<file path="config.mk">
export PLATFORM = sky130hd
export DESIGN_NAME = serial_inequality_comparator
export DESIGN_NICKNAME = d
export VERILOG_FILES = /design/src/rtl/serial_inequality_comparator_pkg.sv /design/src/rtl/serial_inequality_comparator_bit_mismatch_cell.sv /design/src/rtl/serial_inequality_comparator.sv
export SDC_FILE = /design/constraint.sdc
export NUM_CORES = 1
export LEC_CHECK = 0
export CAP_MARGIN = 10
export CELL_PAD_IN_SITES_DETAIL_PLACEMENT = 2
export CELL_PAD_IN_SITES_GLOBAL_PLACEMENT = 2
export CORE_MARGIN = 2
export CORE_UTILIZATION = 34
export DETAILED_ROUTE_END_ITERATION = 12
export GPL_TIMING_DRIVEN = 0
export PLACE_DENSITY = 0.79
export SYNTH_ARGS = -nofsm -noshare
export SYNTH_HDL_FRONTEND = slang
export SYNTH_HIERARCHICAL = 1
export SYNTH_SLANG_ARGS = --single-unit
</file>
<file path="constraint.sdc">
create_clock -name clk -period 5 [get_ports clk]
set_input_delay 1.5 -clock clk [delete_from_list [all_inputs] [get_ports clk]]
set_output_delay 1.5 -clock clk [all_outputs]
set_load 0.005 [all_outputs]
</file>
<file path="src/rtl/serial_inequality_comparator_pkg.sv">
// rtl/serial_inequality_comparator_pkg.sv - shared types and constants for the serial inequality comparator
package serial_inequality_comparator_pkg;

    // Default operand width; the parallel comparator this cross-checks is 6 bits wide
    localparam int SIC_WIDTH = 6;

    // Scan controller states
    typedef enum logic [1:0] {
        ST_IDLE = 2'd0,
        ST_SCAN = 2'd1,
        ST_DONE = 2'd2
    } sic_state_e;

    // Bit-index width for a given operand width (never below 1 so the port stays legal)
    function automatic int sic_idx_width(input int width);
        return (width > 2) ? $clog2(width) : 1;
    endfunction

endpackage

</file>
<file path="src/rtl/serial_inequality_comparator_bit_mismatch_cell.sv">
// rtl/serial_inequality_comparator_bit_mismatch_cell.sv - single-bit XOR mismatch cell
module bit_mismatch_cell (
    input  logic a_bit,
    input  logic b_bit,
    output logic diff
);

    // The only datapath gate: one XOR shared by every bit position over time
    assign diff = a_bit ^ b_bit;

endmodule

</file>
<file path="src/rtl/serial_inequality_comparator.sv">
// rtl/serial_inequality_comparator.sv - bit-serial LSB-first inequality comparator with first-difference index
module serial_inequality_comparator
    import serial_inequality_comparator_pkg::*;
#(
    parameter int WIDTH = SIC_WIDTH,
    parameter int IDXW  = sic_idx_width(WIDTH)
) (
    input  logic             clk,
    input  logic             rst,
    input  logic             start,
    input  logic [WIDTH-1:0] a,
    input  logic [WIDTH-1:0] b,
    output logic             busy,
    output logic             done,
    output logic             desigual,
    output logic [IDXW-1:0]  first_diff_idx
);

    localparam logic [IDXW-1:0] LAST_IDX = IDXW'(WIDTH - 1);

    sic_state_e       state_q, state_d;
    logic [WIDTH-1:0] sa_q, sa_d;
    logic [WIDTH-1:0] sb_q, sb_d;
    logic [IDXW-1:0]  cnt_q, cnt_d;
    logic             desigual_q, desigual_d;
    logic [IDXW-1:0]  idx_q, idx_d;
    logic             bit_diff;

    // Compare the current LSBs of the captured operands
    bit_mismatch_cell u_cell (
        .a_bit (sa_q[0]),
        .b_bit (sb_q[0]),
        .diff  (bit_diff)
    );

    // State register; reset aborts any scan in flight without a done pulse
    always_ff @(posedge clk or posedge rst) begin
        if (rst) begin
            state_q <= ST_IDLE;
        end else begin
            state_q <= state_d;
        end
    end

    // Datapath registers: shifted operands, bit counter and held result
    always_ff @(posedge clk or posedge rst) begin
        if (rst) begin
            sa_q       <= '0;
            sb_q       <= '0;
            cnt_q      <= '0;
            desigual_q <= 1'b0;
            idx_q      <= '0;
        end else begin
            sa_q       <= sa_d;
            sb_q       <= sb_d;
            cnt_q      <= cnt_d;
            desigual_q <= desigual_d;
            idx_q      <= idx_d;
        end
    end

    // Next-state and datapath update; start is only honoured outside SCAN
    always_comb begin
        state_d    = state_q;
        sa_d       = sa_q;
        sb_d       = sb_q;
        cnt_d      = cnt_q;
        desigual_d = desigual_q;
        idx_d      = idx_q;
        case (state_q)
            ST_IDLE, ST_DONE: begin
                if (start) begin
                    sa_d       = a;
                    sb_d       = b;
                    cnt_d      = '0;
                    desigual_d = 1'b0;
                    idx_d      = '0;
                    state_d    = ST_SCAN;
                end else begin
                    state_d    = ST_IDLE;
                end
            end
            ST_SCAN: begin
                if (bit_diff) begin
                    desigual_d = 1'b1;
                    idx_d      = cnt_q;
                    state_d    = ST_DONE;
                end else if (cnt_q == LAST_IDX) begin
                    desigual_d = 1'b0;
                    idx_d      = '0;
                    state_d    = ST_DONE;
                end else begin
                    sa_d       = sa_q >> 1;
                    sb_d       = sb_q >> 1;
                    cnt_d      = cnt_q + 1'b1;
                end
            end
            default: begin
                state_d = ST_IDLE;
            end
        endcase
    end

    // Outputs: handshake flags decode straight from state, result from held registers
    always_comb begin
        busy           = (state_q == ST_SCAN);
        done           = (state_q == ST_DONE);
        desigual       = desigual_q;
        first_diff_idx = idx_q;
    end

endmodule

</file>
Word level (Yosys, flattened, before mapping)
Index checks and enable logic that the tools add are counted.
Storage, ports and cells
  register bits: 21
  input port bits: 15
  output and inout bits: 6
  word-level logic and storage cells: 43
Cells by class
  add/subtract/negate cells: 1
  eq/ne operators: 7
  mux-type cells: 23
  bitwise logic cells: 1
  reduce and logical (&&, ||, !) cells: 5
Operators by type and width (count)
  two-way mux 6 bit: 6
  case mux 6 bit (2 select lines): 2
  two-way mux 3 bit: 5
  case mux 3 bit (2 select lines): 2
  inequality test 2 bit, second input constant: 3
  two-way mux 1 bit: 4
  two-way mux 2 bit: 2
  case mux 2 bit (2 select lines): 1
  AND reduction 4 bit: 1
  adder 3 x 1 -> 3 bit, second input constant: 1
  == test 3 bit, second input constant: 1
  inequality test 3 x 1 -> 1 bit, second input constant: 1
  AND reduction 3 bit: 1
  == test 2 x 1 -> 1 bit, second input constant: 1
  == test 2 bit, second input constant: 1
  zero test 2 bit: 1
  case mux 1 bit (2 select lines): 1
  nonzero test 2 bit: 1
  OR reduction 2 bit: 1
  XOR 1 bit: 1

Longest topological paths before layout
Gate-level depths: netlist (run 1).
  depth in word-level cells: 4
  mapped depth: 6
  mapped depth without buffers: 5

By module
The synthesis (run 1) kept the hierarchy.
By module, submodules not included
  serial_inequality_comparator: times used 1, cells each 78, area an instance 953.4 µm², seq. area each 525.5 µm²
  bit_mismatch_cell: times used 1, cells each 1, area an instance 8.8 µm², seq. area each 0.0 µm²

Worst setup path after synthesis (run 1)
OpenSTA, ideal clock, no wires.
  path kind: in2reg
  start: input start
  end: register sa_q[0]
  arrival: 2.305 ns
  required time: 4.877 ns
  path slack: 2.572 ns
  stages: 5
  buffers on the path: 2
  cells stage by stage: nand2b_1 clkbuf_1 o21ai_1 buf_4 o221a_1
On the way
  word-level cells in the longest chain between the ends: 2
RTL lines
  from (decl): RTL line serial_inequality_comparator.sv:10  | input logic start,
  inequality test 2 bit (no source line)
  AND reduction 4 bit (no source line)
  to (signal assigned): RTL line serial_inequality_comparator.sv:48  | sa_q <= '0;
  to (signal assigned): RTL line serial_inequality_comparator.sv:54  | sa_q <= sa_d;
  to (decl): RTL line serial_inequality_comparator.sv:22  | logic [WIDTH-1:0] sa_q, sa_d;
No other way between the ends.
A chain may end at the register's enable or synchronous reset.

Worst setup path after layout (run 1)
  start: register state_q[0]
  end: output busy
On the way
  word-level cells in the longest chain between the ends: 1
RTL lines
  from (decl): RTL line serial_inequality_comparator.sv:21  | sic_state_e state_q, state_d;
  from (signal assigned): RTL line serial_inequality_comparator.sv:41  | state_q <= state_d;
  == test 2 x 1 -> 1 bit: RTL line serial_inequality_comparator.sv:106  | busy = (state_q == ST_SCAN);
  to (decl): RTL line serial_inequality_comparator.sv:13  | output logic busy,
No other way between the ends.

==> flow_summary.yaml, run 1 <==
yosys:
  ys_ff_latch: 21
  synth_warnings: 6
  synth_compound_area_frac: 0.209
  async_reset_ff_frac: 1.00
  synth_common_cells: "dfrtp_1 (21), nand2b_1 (11), o221a_1 (8)"
  yosysTopAreaCell: "dfrtp_1"
  yosys.area_share.simple: 0.144
  synthCells: 79
  synth_ff_type: "dfrtp_1"
  ys_seq_area_frac: 0.546
  ys_types: 24
  synth.area.top_cells: "dfrtp_1 (55%), o221a_1 (9.4%), nand2b_1 (7.2%), a32o_1 (3.1%), o211ai_1 (3.1%)"
  synthAdderAreaFrac: 0.0260
  synth.area.mux_share: 0.0208
  synth.most_common_cell: "dfrtp_1"
  synth_top_family_by_area: "compound AO/OA/AOI/OAI gates"
  synth_edf_count: 0
  syn-cell-area_um2: 962
  synthesis.nets: 96
  synthXorXnorAreaFrac: 0.00910
  synth.avg_cell_area_um2: 12.2
  synth_top_area_share: 0.546
detailed_routing:
  drt_iter0_drc: 17
  drtPass1Iterations: 4
  routed_wirelength_mm: 2.10
  drtAntennaViolNets: 0
  met3_length_um: 98
  via_per_inst: 5.40
  dr_wl_met2_mm: 1.07
  vias: 724
  wire_per_inst_um: 15.7
  met1_length_um: 894
  drcViolationCount: 0
  topRoutingLayerUsed: "met4"
min_path:
  min_path_cells: 1
  hold_class: "flop to flop"
  hp-start: "first_diff_idx[2]"
  min_to: "first_diff_idx[2]"
clock_tree:
  cts-root-buf: "clkbuf_4"
  clockBufferDepth: 2
  cts_hold_buf: 0
  cts_num_sinks: 21
  cts_buffers: 3
  post-cts-setup-buffer-count: 0
  clk_latency_ps: 300
  path_clk_slew_ps: 120
  htreeDepth: 1
  tritoncts: "built"
  ctsResizeCount: 0
timing:
  tightestPinTransition_ps: 801
  setup-tns-final_ps: 0
  skew_ps: 2.80
  final_max_slew_viol_count: 0
  finalSetupViolCount: 0
  clock.fmax_mhz: 341
  fin_ws_ps: 2060
  grt_setup_unrepaired: "false"
  post-route-min-period_ps: 2940
  slew_headroom: 0.466
  period_share: 0.587
  hold_violations: 0
global_routing:
  track_usage: 0.149
  grt_pass1_wl_mm: 3.80
  antenna_found_initial: 0
  grt_pass1_vias: 796
  grt_max_degree: 22
  overflow: 0
worst_setup_path:
  path_buf_inv: 1
  crit_path_max_fanout: 5
  cp_top_family: "buffers and inverters"
  crit_required_ps: 3500
  slowest_stage: "clkdlybuf4s50_1"
  cp.depth: 2
  crit_chain: "nor2b_1, clkdlybuf4s50_1"
  reg2reg_depth: 6
  cpPeakStageDelay_ps: 530
  cp.arrival_ps: 1440
  rr_endpoint: "sa_q[0]"
  timing.rr.start: "sb_q[0]"
  critPathKind: "flop to primary output"
  worst_setup_path_start_kind: "flop"
  reg2reg_slack_ps: 3110
  worstSetupEndpointType: "primary output"
die:
  rows: 19
  die-area_um2: 3270
  fp.dieH_um: 57.2
  fp.dieW_um: 57.2
  num_io_pins: 21
  start_util: 0.355
  core_area_um2: 2710
power_and_ir_drop:
  powerDensity_nw_per_um2: 565
  p_leak_nw: 0.511
  ir_worst_vdd_mv: 0.333
cells_and_area:
  drive_above_1_share: 0.107
  syn_to_final_growth_pct: 27.7
  diodes: 0
  layout.nets: 121
run_status:
  status: "finished clean"
placement:
  portBuffers: 20
  pre_cts_ws_ps: 1840
  globalplace.congestion: 0.688
  dpl.hpwl_mm: 1.63
run:
  cap_violations: 0
power by group:
part	internal [mW]	leakage, nW	total, mW	switching [mW]
clock	0.0298	0.0177	0.0835	0.0536
combinational	0.170	0.238	0.313	0.143
sequential	0.245	0.256	0.297	0.0520
cell type report:
| cell class | instances | area (µm²) |
|---|---|---|
| plain buffers | 5 | 31.3 |
| clock buffers | 3 | 22.5 |
| clock inverters | 1 | 5.00 |
| fillers | 288 | 1480 |
| inverters | 3 | 11.3 |
| multi-input cells | 50 | 394 |
| flip-flops and latches | 21 | 526 |
| well taps | 31 | 38.8 |
| repair buffers | 20 | 200 |
how the worst max path moves through the flow:
stage	from	to	slack, ps
floorplan	start	sa_q[0]	2570
detailed placement	start	sb_q[2]	1840
global route	state_q[0]	busy	1940
global placement	start	sb_q[3]	1910
CTS	state_q[0]	busy	2040
finish	state_q[0]	busy	2060
logic make-up (layout without fill, tap and decap cells):
group | count (synthesis) | count (layout)
mux | 2 | 2
xor+xnor | 1 | 1
compound gates | 22 | 22
buf+inv | 8 | 32
flops | 21 | 21
simple gates | 23 | 23
fa+ha+maj | 2 | 2
cell usage in the layout, fill, tap and decap left out:
cell type        synthesis  final
mux2i_1                  2      2
dfrtp_1                 21     21
a31o_2                   1      1
or2_4                    1      1
clkbuf_1                 2      2
o21ai_0                  3      3
buf_2                    1      1
o221a_1                  8      8
o211ai_1                 4      4
and2b_1                  2      2
xor2_1                   1      1
inv_1                    3      3
nor2b_1                  1      1
and2_1                   2      2
ha_1                     2      2
clkinv_2                 0      1
nor2_1                   1      1
clkbuf_4                 0      3
nand2b_1                11     11
o21ai_1                  1      1
a32o_1                   3      3
o221a_2                  2      2
buf_6                    1      1
clkdlybuf4s50_1          0     20
buf_4                    1      1
nand2_1                  4      4
or3b_1                   1      1
routing by layer:
layer | vias to the layer above | track usage
li1 | 335 | -
met1 | 366 | 0.187
met2 | 19 | 0.256
met3 | 4 | 0.0249
met4 | 0 | 0.0598
met5 | - | 0
per-stage QoR:
| stage | instances | hold WS, ps | total power, mW | cell area (µm²) | utilization |
|---|---|---|---|---|---|
| after CTS | 134 | 544 | 0.707 | 1230 | 0.453 |
| after global routing | 134 | 574 | 0.757 | 1230 | 0.453 |
| final | 134 | 542 | 0.694 | 1230 | 0.453 |
| after floorplan | 79 | 487 | 0.506 | 962 | - |
| after detailed placement | 130 | 515 | 0.623 | 1200 | 0.443 |
| after global placement | 130 | 494 | 0.599 | 1200 | 0.443 |
sequential cells by signal, summed over array words and instances, names as in the netlist:
name	flops
sa_q	6
sb_q	6
cnt_q	3
first_diff_idx	3
desigual	1
state_q	2
Power figures use the tool's default switching activity.
==> run 2: changes to the inputs <==
--- a/config.mk
+++ b/config.mk
@@ -9,10 +9,10 @@
 export CELL_PAD_IN_SITES_DETAIL_PLACEMENT = 2
 export CELL_PAD_IN_SITES_GLOBAL_PLACEMENT = 2
 export CORE_MARGIN = 2
-export CORE_UTILIZATION = 34
+export CORE_UTILIZATION = 28
 export DETAILED_ROUTE_END_ITERATION = 12
 export GPL_TIMING_DRIVEN = 0
-export PLACE_DENSITY = 0.79
+export PLACE_DENSITY = 0.7
 export SYNTH_ARGS = -nofsm -noshare
 export SYNTH_HDL_FRONTEND = slang
 export SYNTH_HIERARCHICAL = 1
==> constraint.sdc (replaced) <==
create_clock -name clk -period 2.43 [get_ports clk]
set_input_delay 0.729 -clock clk [delete_from_list [all_inputs] [get_ports clk]]
set_output_delay 0.729 -clock clk [all_outputs]
set_load 0.005 [all_outputs]
==> run 2 against run 1 <==
Compared with the run above:
- worst setup slack worse by 1800 ps
- register-to-register slack worse by 2600 ps
- critical path type unchanged
- design area up 1.5%
- worst hold slack worse by 16 ps
- final cell count up 11%
- clock skew up 12 ps
- total power up 110%
- clock power up 110%
- die area up 20%
==> flow_summary.yaml, run 2 (same netlist as run 1, synthesis figures left out) <==
run_status:
  status: "finished clean"
clock_tree:
  clockBufferDepth: 2
  htreeDepth: 1
  post-cts-setup-buffer-count: 0
  path_clk_slew_ps: 130
  cts_hold_buf: 0
  cts_buffers: 3
  tritoncts: "built"
  cts_num_sinks: 21
  ctsResizeCount: 0
  cts-root-buf: "clkbuf_4"
  clk_latency_ps: 310
detailed_routing:
  wire_per_inst_um: 14.6
  drcViolationCount: 0
  via_per_inst: 4.79
  vias: 713
  drtPass1Iterations: 4
  routed_wirelength_mm: 2.18
  drt_iter0_drc: 34
  drtAntennaViolNets: 0
worst_setup_path:
  crit_path_max_fanout: 5
  worst_setup_path_start_kind: "flop"
  crit_path_start: "state_q[0]"
  crit_required_ps: 1700
  reg2reg_depth: 6
  critPathKind: "flop to primary output"
  worstSetupEndpointType: "primary output"
  timing.rr.start: "sb_q[0]"
  cp.arrival_ps: 1460
  rr_endpoint: "sb_q[3]"
  reg2reg_slack_ps: 530
min_path:
  hold_class: "flop to flop"
  hp-start: "desigual"
  min_path_cells: 1
  min_to: "desigual"
power_and_ir_drop:
  ir_worst_vdd_mv: 0.354
  powerDensity_nw_per_um2: 1150
  total_power_mw: 1.43
  p_leak_nw: 0.511
placement:
  pre_cts_ws_ps: 39.4
  placed_area_um2: 1220
  dpl.hpwl_mm: 1.61
  portBuffers: 20
  globalplace.congestion: 0.673
timing:
  skew_ps: 14.8
  hold_violations: 0
  clock.fmax_mhz: 456
  setup-tns-final_ps: 0
  slew_headroom: 0.455
  final_max_slew_viol_count: 0
  tightestPinTransition_ps: 817
  fin_ws_ps: 237
  period_share: 0.903
  finalSetupViolCount: 0
  grt_setup_unrepaired: "false"
  post-route-min-period_ps: 2190
cells_and_area:
  reg_top3: "sa_q: 6 flops, sb_q: 6 flops"
  design_area_um2: 1250
  layout.nets: 121
  drive_above_1_share: 0.107
  diodes: 0
  syn_to_final_growth_pct: 29.6
  final_common_cell: "dfrtp_1"
  fill_cells: 372
  most-common-layout-cells: "dfrtp_1 (21), clkdlybuf4s50_1 (20), nand2b_1 (11), o221a_1 (8)"
global_routing:
  grt_pass1_vias: 784
  track_usage: 0.129
  antenna_found_initial: 0
  grt_pass1_wl_mm: 3.95
  overflow: 0
  grt_max_degree: 22
run:
  cap_violations: 0
die:
  rows: 21
  num_io_pins: 21
  die-area_um2: 3920
  fp.dieH_um: 62.6
  fp.dieW_um: 62.6
  core_area_um2: 3310
  start_util: 0.291
## run 2: cell counts in the layout (fill, tap and decap cells not counted)
No cell type changed its count.
## run 2: worst max-delay path by stage
stage	to	slack [ps]	cells past startpoint
finish	busy	240	2
floorplan	sa_q[0]	690	6
detailed placement	sb_q[3]	40	6
CTS	busy	210	2
global placement	sa_q[1]	100	6
global route	busy	120	2
## run 2: metrics by stage
step                hold slack (ps)  cells  utilization
floorplan                       487     79            -
global placement                492    145        0.368
detailed placement              498    145        0.368
CTS                             529    149        0.377
global route                    575    149        0.377
finish                          525    149        0.377
## run 2: metal layers
metal,up-vias,wire length [µm],track usage
met3,0,116,0.0396
met5,-,0,0
li1,336,-,-
met2,21,1060,0.223
met1,356,1010,0.166
met4,0,0,0.00833
## run 2: layout make-up
type / count / area, µm² / share of cell area
Sequential cell: 21 / 526 / 0.421
Multi-Input combinational cell: 50 / 394 / 0.316
Timing Repair Buffer: 20 / 200 / 0.160
Tap cell: 46 / 57.6 / 0.0461
Buffer: 5 / 31.3 / 0.0251
Clock buffer: 3 / 22.5 / 0.0181
Inverter: 3 / 11.3 / 0.00903
Clock inverter: 1 / 5.00 / 0.00401
## run 2: critical path, cell delays in order (launching register included)
cell and delay, ps:
dfrtp_1 400, nor2b_1 210, clkdlybuf4s50_1 530
## run 2: report_power, final
group	internal, mW	switching [mW]
sequential	0.505	0.104
combinational	0.350	0.300
clock	0.0615	0.114
